--- config.mk ---
export PLATFORM = sky130hd
export DESIGN_NAME = ex_operand_stage
export DESIGN_NICKNAME = d
export VERILOG_FILES = /design/src/rtl/ex_operand_stage_pkg.sv /design/src/rtl/ex_operand_stage_forward.sv /design/src/rtl/ex_operand_stage.sv
export SDC_FILE = /design/constraint.sdc
export NUM_CORES = 1
export LEC_CHECK = 0
export BUFFER_PORTS_ARGS = -buffer_cell sky130_fd_sc_hd__buf_2
export CAP_MARGIN = 25
export CELL_PAD_IN_SITES_DETAIL_PLACEMENT = 1
export CELL_PAD_IN_SITES_GLOBAL_PLACEMENT = 1
export CORE_UTILIZATION = 37
export CTS_BUF_LIST = sky130_fd_sc_hd__clkbuf_16
export CTS_CLUSTER_DIAMETER = 200
export DETAILED_ROUTE_END_ITERATION = 8
export PLACE_DENSITY = 0.91
export SYNTH_ARGS = -nofsm -noshare
export SYNTH_HDL_FRONTEND = slang
export SYNTH_SLANG_ARGS = --single-unit
--- constraint.sdc ---
create_clock -name clk -period 12.9 [get_ports clk]
set_input_delay 2.58 -clock clk [delete_from_list [all_inputs] [get_ports clk]]
set_output_delay 2.58 -clock clk [all_outputs]
set_load 0.02 [all_outputs]
--- src/rtl/ex_operand_stage_pkg.sv ---
// Shared definitions for the execute stage: ALU operation codes, SrcA
// select encodings and the operand-forward select enum.
package ex_operand_stage_pkg;

    localparam logic [3:0] ALU_ADD   = 4'b0000;
    localparam logic [3:0] ALU_SUB   = 4'b0001;
    localparam logic [3:0] ALU_AND   = 4'b0010;
    localparam logic [3:0] ALU_OR    = 4'b0011;
    localparam logic [3:0] ALU_PASSB = 4'b0100;
    localparam logic [3:0] ALU_SLT   = 4'b0101;
    localparam logic [3:0] ALU_XOR   = 4'b0110;
    localparam logic [3:0] ALU_SRL   = 4'b0111;
    localparam logic [3:0] ALU_SLL   = 4'b1000;
    localparam logic [3:0] ALU_SRA   = 4'b1001;
    localparam logic [3:0] ALU_SLTU  = 4'b1010;

    localparam logic [1:0] SRCA_RS1  = 2'b00;
    localparam logic [1:0] SRCA_PC   = 2'b01;
    localparam logic [1:0] SRCA_ZERO = 2'b10;

    typedef enum logic [1:0] {
        FWD_NONE = 2'b00,
        FWD_M    = 2'b01,
        FWD_W    = 2'b10
    } fwd_sel_e;

endpackage

--- src/rtl/ex_operand_stage_forward.sv ---
// Per-operand bypass: M-stage hit beats W-stage hit; x0 is never forwarded.
module operand_forward
    import ex_operand_stage_pkg::*;
#(
    parameter int unsigned XLEN = 32,
    parameter int unsigned RA_W = 5
) (
    input  logic [RA_W-1:0] rs_i,
    input  logic [XLEN-1:0] rs_data_i,
    input  logic [RA_W-1:0] rd_m_i,
    input  logic            reg_write_m_i,
    input  logic [XLEN-1:0] alu_result_m_i,
    input  logic [RA_W-1:0] rd_w_i,
    input  logic            reg_write_w_i,
    input  logic [XLEN-1:0] result_w_i,
    output logic [XLEN-1:0] fwd_o
);

    fwd_sel_e sel;

    always_comb begin
        sel = FWD_NONE;
        if (reg_write_m_i && (rd_m_i != '0) && (rd_m_i == rs_i)) begin
            sel = FWD_M;
        end else if (reg_write_w_i && (rd_w_i != '0) && (rd_w_i == rs_i)) begin
            sel = FWD_W;
        end
    end

    always_comb begin
        case (sel)
            FWD_M:   fwd_o = alu_result_m_i;
            FWD_W:   fwd_o = result_w_i;
            default: fwd_o = rs_data_i;
        endcase
    end

endmodule

--- src/rtl/ex_operand_stage.sv ---
// D/E pipeline register with M/W operand bypass feeding the ALU inputs,
// store data and the control bits that continue to the M stage.
module ex_operand_stage
    import ex_operand_stage_pkg::*;
#(
    parameter int unsigned XLEN = 32,
    parameter int unsigned RA_W = 5
) (
    input  logic            clk,
    input  logic            rst,
    input  logic            stall_e,
    input  logic            flush_e,
    input  logic            valid_d,
    input  logic [XLEN-1:0] pc_d,
    input  logic [XLEN-1:0] rs1_data_d,
    input  logic [XLEN-1:0] rs2_data_d,
    input  logic [XLEN-1:0] imm_ext_d,
    input  logic [RA_W-1:0] rs1_d,
    input  logic [RA_W-1:0] rs2_d,
    input  logic [RA_W-1:0] rd_d,
    input  logic [3:0]      alu_control_d,
    input  logic [1:0]      src_a_sel_d,
    input  logic            src_b_sel_d,
    input  logic            reg_write_d,
    input  logic            mem_write_d,
    input  logic [1:0]      result_src_d,
    input  logic [RA_W-1:0] rd_m,
    input  logic [RA_W-1:0] rd_w,
    input  logic            reg_write_m,
    input  logic            reg_write_w,
    input  logic [XLEN-1:0] alu_result_m,
    input  logic [XLEN-1:0] result_w,
    output logic [XLEN-1:0] src_a_e,
    output logic [XLEN-1:0] src_b_e,
    output logic [3:0]      alu_control_e,
    output logic [XLEN-1:0] store_data_e,
    output logic [XLEN-1:0] pc_e,
    output logic [RA_W-1:0] rs1_e,
    output logic [RA_W-1:0] rs2_e,
    output logic [RA_W-1:0] rd_e,
    output logic            valid_e,
    output logic            reg_write_e,
    output logic            mem_write_e,
    output logic [1:0]      result_src_e
);

    typedef struct packed {
        logic            valid;
        logic [XLEN-1:0] pc;
        logic [XLEN-1:0] rs1_data;
        logic [XLEN-1:0] rs2_data;
        logic [XLEN-1:0] imm;
        logic [RA_W-1:0] rs1;
        logic [RA_W-1:0] rs2;
        logic [RA_W-1:0] rd;
        logic [3:0]      alu_control;
        logic [1:0]      src_a_sel;
        logic            src_b_sel;
        logic            reg_write;
        logic            mem_write;
        logic [1:0]      result_src;
    } e_reg_t;

    e_reg_t          e_q;
    e_reg_t          e_d;
    logic [XLEN-1:0] fwd_rs1;
    logic [XLEN-1:0] fwd_rs2;

    operand_forward #(.XLEN(XLEN), .RA_W(RA_W)) u_fwd_rs1 (
        .rs_i          (e_q.rs1),
        .rs_data_i     (e_q.rs1_data),
        .rd_m_i        (rd_m),
        .reg_write_m_i (reg_write_m),
        .alu_result_m_i(alu_result_m),
        .rd_w_i        (rd_w),
        .reg_write_w_i (reg_write_w),
        .result_w_i    (result_w),
        .fwd_o         (fwd_rs1)
    );

    operand_forward #(.XLEN(XLEN), .RA_W(RA_W)) u_fwd_rs2 (
        .rs_i          (e_q.rs2),
        .rs_data_i     (e_q.rs2_data),
        .rd_m_i        (rd_m),
        .reg_write_m_i (reg_write_m),
        .alu_result_m_i(alu_result_m),
        .rd_w_i        (rd_w),
        .reg_write_w_i (reg_write_w),
        .result_w_i    (result_w),
        .fwd_o         (fwd_rs2)
    );

    always_comb begin
        e_d = e_q;
        if (flush_e) begin
            e_d = '0;
        end else if (stall_e) begin
            // Operands re-capture their bypassed value so a W producer retiring mid-stall is kept.
            e_d.rs1_data = fwd_rs1;
            e_d.rs2_data = fwd_rs2;
        end else if (valid_d) begin
            e_d.valid       = 1'b1;
            e_d.pc          = pc_d;
            e_d.rs1_data    = rs1_data_d;
            e_d.rs2_data    = rs2_data_d;
            e_d.imm         = imm_ext_d;
            e_d.rs1         = rs1_d;
            e_d.rs2         = rs2_d;
            e_d.rd          = rd_d;
            e_d.alu_control = alu_control_d;
            e_d.src_a_sel   = src_a_sel_d;
            e_d.src_b_sel   = src_b_sel_d;
            e_d.reg_write   = reg_write_d;
            e_d.mem_write   = mem_write_d;
            e_d.result_src  = result_src_d;
        end else begin
            e_d = '0;
        end
    end

    always_ff @(posedge clk or posedge rst) begin
        if (rst) begin
            e_q <= '0;
        end else begin
            e_q <= e_d;
        end
    end

    always_comb begin
        case (e_q.src_a_sel)
            SRCA_RS1: src_a_e = fwd_rs1;
            SRCA_PC:  src_a_e = e_q.pc;
            default:  src_a_e = '0;
        endcase
    end

    assign src_b_e       = e_q.src_b_sel ? e_q.imm : fwd_rs2;
    assign store_data_e  = fwd_rs2;
    assign alu_control_e = e_q.alu_control;
    assign pc_e          = e_q.pc;
    assign rs1_e         = e_q.rs1;
    assign rs2_e         = e_q.rs2;
    assign rd_e          = e_q.rd;
    assign valid_e       = e_q.valid;
    assign reg_write_e   = e_q.reg_write;
    assign mem_write_e   = e_q.mem_write;
    assign result_src_e  = e_q.result_src;

endmodule

==> results_dict.tcl <==
set metrics [dict create \
    run_status "completed" \
    worstMarginPinSlew_ps 1083 \
    synth_largest_area_cell "sky130_fd_sc_hd__dfrtp_1" \
    grt-ovfl-total 0 \
    area_growth_pct 29.21 \
    final.setup.tns_ps 0 \
    detailed_place_hpwl_mm 23.51 \
    setup_viol 0 \
    htreeDepth 4 \
    worst_setup_hold_path_clk_slew_ps 70 \
    reg2reg_from "rs2_e[0]" \
    post_cts.repair.setup_buffers 0 \
    clock_latency_ps 410 \
    gp_routability_congestion 0.8558 \
    holdPathEnd "valid_e" \
    count_of_flip_flops_with_a_built_in_enable_after_synthesis 0 \
    cts_hold_buf 0 \
    synth.yosys.seq_area_share_pct 47.31 \
    yosysTopAreaCellShare_pct 47.31 \
    cts_resized 0 \
    timing.final.ws_setup_ps 4678 \
    clk_sinks 155 \
    grt_start_max_net_pins 96 \
    final-max-slew-violation-count 0 \
    routed_wl_mm 33.67 \
    syn_area_per_cell_um2 10.55 \
    cp-start-kind "primary input" \
    cts_tree "built" \
    yosys_most_used_dff "sky130_fd_sc_hd__dfrtp_1" \
    slowest_stage "sky130_fd_sc_hd__or2_2" \
    ff2ff_setup_slack_ps 10140 \
    data_required_time_of_the_worst_path_ps 10320 \
    num-nets-final 1304 \
    critical_path.top_delay_family "simple AND/OR/NAND/NOR gates" \
    power_leakage_uw 0.005235 \
    worst_clk_skew_ps 12.91 \
    route.antenna.remaining_nets 0 \
    hold_path.class "register to register" \
    path_class "primary input to primary output" \
    min-delay-start "valid_e" \
    yosys.cell_types.count 35 \
    fraction_of_synthesis_flops_using_an_asynchronous_set_or_reset_pin_pct 100.0 \
    critical_path_peak_fanout 33 \
    wire_per_inst_um 24.68 \
    clock-root-buffer "sky130_fd_sc_hd__clkbuf_16" \
    via_count_normalized_by_instance_count 6.000 \
    cell_types_with_the_largest_area_share_after_synthesis "sky130_fd_sc_hd__dfrtp_1 47%, sky130_fd_sc_hd__a22o_1 13%, sky130_fd_sc_hd__a22oi_1 5.9%" \
    grt_pass1_wl_mm 49.13 \
    timing.max_slew.rel_slack_pct 27.80 \
    final_layout_size_suffix_gt1_share_pct 43.99 \
    width_of_the_chip_um 150.9 \
    drv_cap 0 \
    antenna_found_initial 3 \
    die_area_um2 22760 \
    worst_hold_path.num_cells 1 \
    number_of_cells_produced_by_synthesis 777 \
    number_of_iterations_in_the_first_detailed_routing_pass 5 \
    critPathMaxStageDelay_ps 800 \
    remaining_drc_errors 0 \
    timing.critical_path.buf_inv 3 \
    pin_count 387 \
    grt_usage_pct 28.74 \
    worstReg2RegEnd "e_q[80]" \
    worst-r2r-cell-count 6 \
    via_count_of_the_first_global_routing_pass 8603 \
    routed-via-count 8184 \
    initial_utilization_pct 37.69 \
    post-synth-top-count-cell "sky130_fd_sc_hd__dfrtp_1" \
    cts-buffers-inserted 17 \
    yosys-top-cells-count "155 x sky130_fd_sc_hd__dfrtp_1, 121 x sky130_fd_sc_hd__a22o_1, 89 x sky130_fd_sc_hd__o21ai_0, 64 x sky130_fd_sc_hd__a22oi_1, 60 x sky130_fd_sc_hd__clkbuf_1" \
    final.min_clock_period_ps 8222 \
    synth_seq_cells 155 \
    worstPathArrival_ps 5640 \
    cp_common_cell "sky130_fd_sc_hd__buf_2" \
    fin_crit_sh_pct 63.73 \
    cts_max_path_buffers 2 \
    synthesis.nets 1012 \
    timing.fmax_mhz 121.6 \
    netlist_area_um2 8199 \
    detailedRoute.firstIterationViolations 358 \
    fp-row-count 54 \
    core_um2 21760 \
    place_worst_setup_slack_ps 4766 \
    portbufs 386 \
    rsz0062_at_grt "false" \
    power_per_cell_area_nw_per_um2 119.6 \
    die_h_um 150.9 \
    ys.warnings.count 0 \
    cp_cell_sequence "buf_2 > or4_1 > o211ai_4 > buf_4 > or2_2 > a31oi_1 > mux2_2 > buf_2" \
    final_hold_viol_count 0 \
    max_rail_drop_vdd_v 0.00007306 \
    endpoint_type_of_the_worst_setup_path "primary output" \
]
[stage by stage]
| step | cell area (um2) | power, uW | util, % | hold slack (ps) | std cells |
|---|---|---|---|---|---|
| floorplan | 8199 | 647.8 | - | 467.3 | 777 |
| global placement | 9940 | 739.2 | 45.69 | 474.6 | 1327 |
| detailed placement | 9940 | 746.6 | 45.69 | 470.5 | 1327 |
| CTS | 10540 | 1273 | 48.44 | 495.3 | 1359 |
| global route | 10590 | 1310 | 48.69 | 519.6 | 1364 |
| finish | 10590 | 1267 | 48.69 | 485.5 | 1364 |
[worst max path at each step]
stage	from	end	slack, ps	cells after the start
after global placement	rd_m[1]	src_b_e[22]	4880	8
after global routing	rd_m[1]	src_b_e[19]	4640	8
after detailed placement	rd_m[1]	src_b_e[22]	4770	8
after floorplan	rd_w[0]	src_b_e[10]	5840	6
after CTS	rd_m[1]	src_b_e[22]	4750	8
final	rd_m[1]	src_b_e[22]	4680	8
[cell families (layout without fill, tap and decap cells)]
kind of cell              count (synthesis)  count (layout)  share of synthesized area, %
xor gates and xnor gates                 18              18                         1.923
DFF                                     155             155                         47.31
muxes                                    64              64                         8.302
other                                     0               2                             0
and+or+nand+nor                          86              86                         5.646
AOI/OAI and AO/OA                       321             321                         27.97
buffers and inverters                   133             438                         8.851
[worst register-to-register path: cells and delay by family (launching register included)]
kind            cells  cell delay, ps
xor+xnor            1             200
buf+inv             1             440
compound gates      3             750
simple gates        1             830
flops               1             450
[cell usage in the layout, fill, tap and decap left out, drive strengths merged]
cell type,n
nor4,1
a21o,1
clkinvlp,5
nor2,2
nor2b,3
a22o,121
or2,1
mux2,32
nand2,4
nand4,3
a31oi,32
and4,1
xnor2,16
mux2i,32
a2111o,1
o211a,1
nand2b,1
o21ai,98
dfrtp,155
buf,403
xor2,2
or4,2
inv,10
a22oi,64
or3,1
o221ai,1
nor3b,1
bufinv,3
clkbuf,17
nand3,32
o211ai,2
nor4b,1
nor3,33
diode,2
[where the power goes]
part | internal (uW) | switching (uW)
combinational | 80.1 | 141
sequential | 505 | 13.9
clock | 305 | 221
total | 891 | 376
[routing by layer]
layer	part of all wire, %	track usage, %
met5	0.027	0
met2	49	48.17
met1	39	34.51
met3	7.6	6.777
met4	4.0	14.20
[registers in the layout (all words and copies together), names as in the netlist, 2 cells and up]
signal	flops
pc_e	32
rs1_e	5
rd_e	5
rs2_e	5
alu_control_e	4
result_src_e	2
e_q	99
[cell type report]
cell class / instances / area (um2)
clock inverter: 15 / 173.9
antenna: 2 / 5.005
timing repair buffer: 403 / 2087
clock buffer: 17 / 425.4
sequential: 155 / 3880
fill: 2515 / 11160
multi-input combinational: 489 / 3656
tap: 280 / 350.3
inverter: 3 / 16.27
Note: power is estimated with default switching activity, not from simulation.
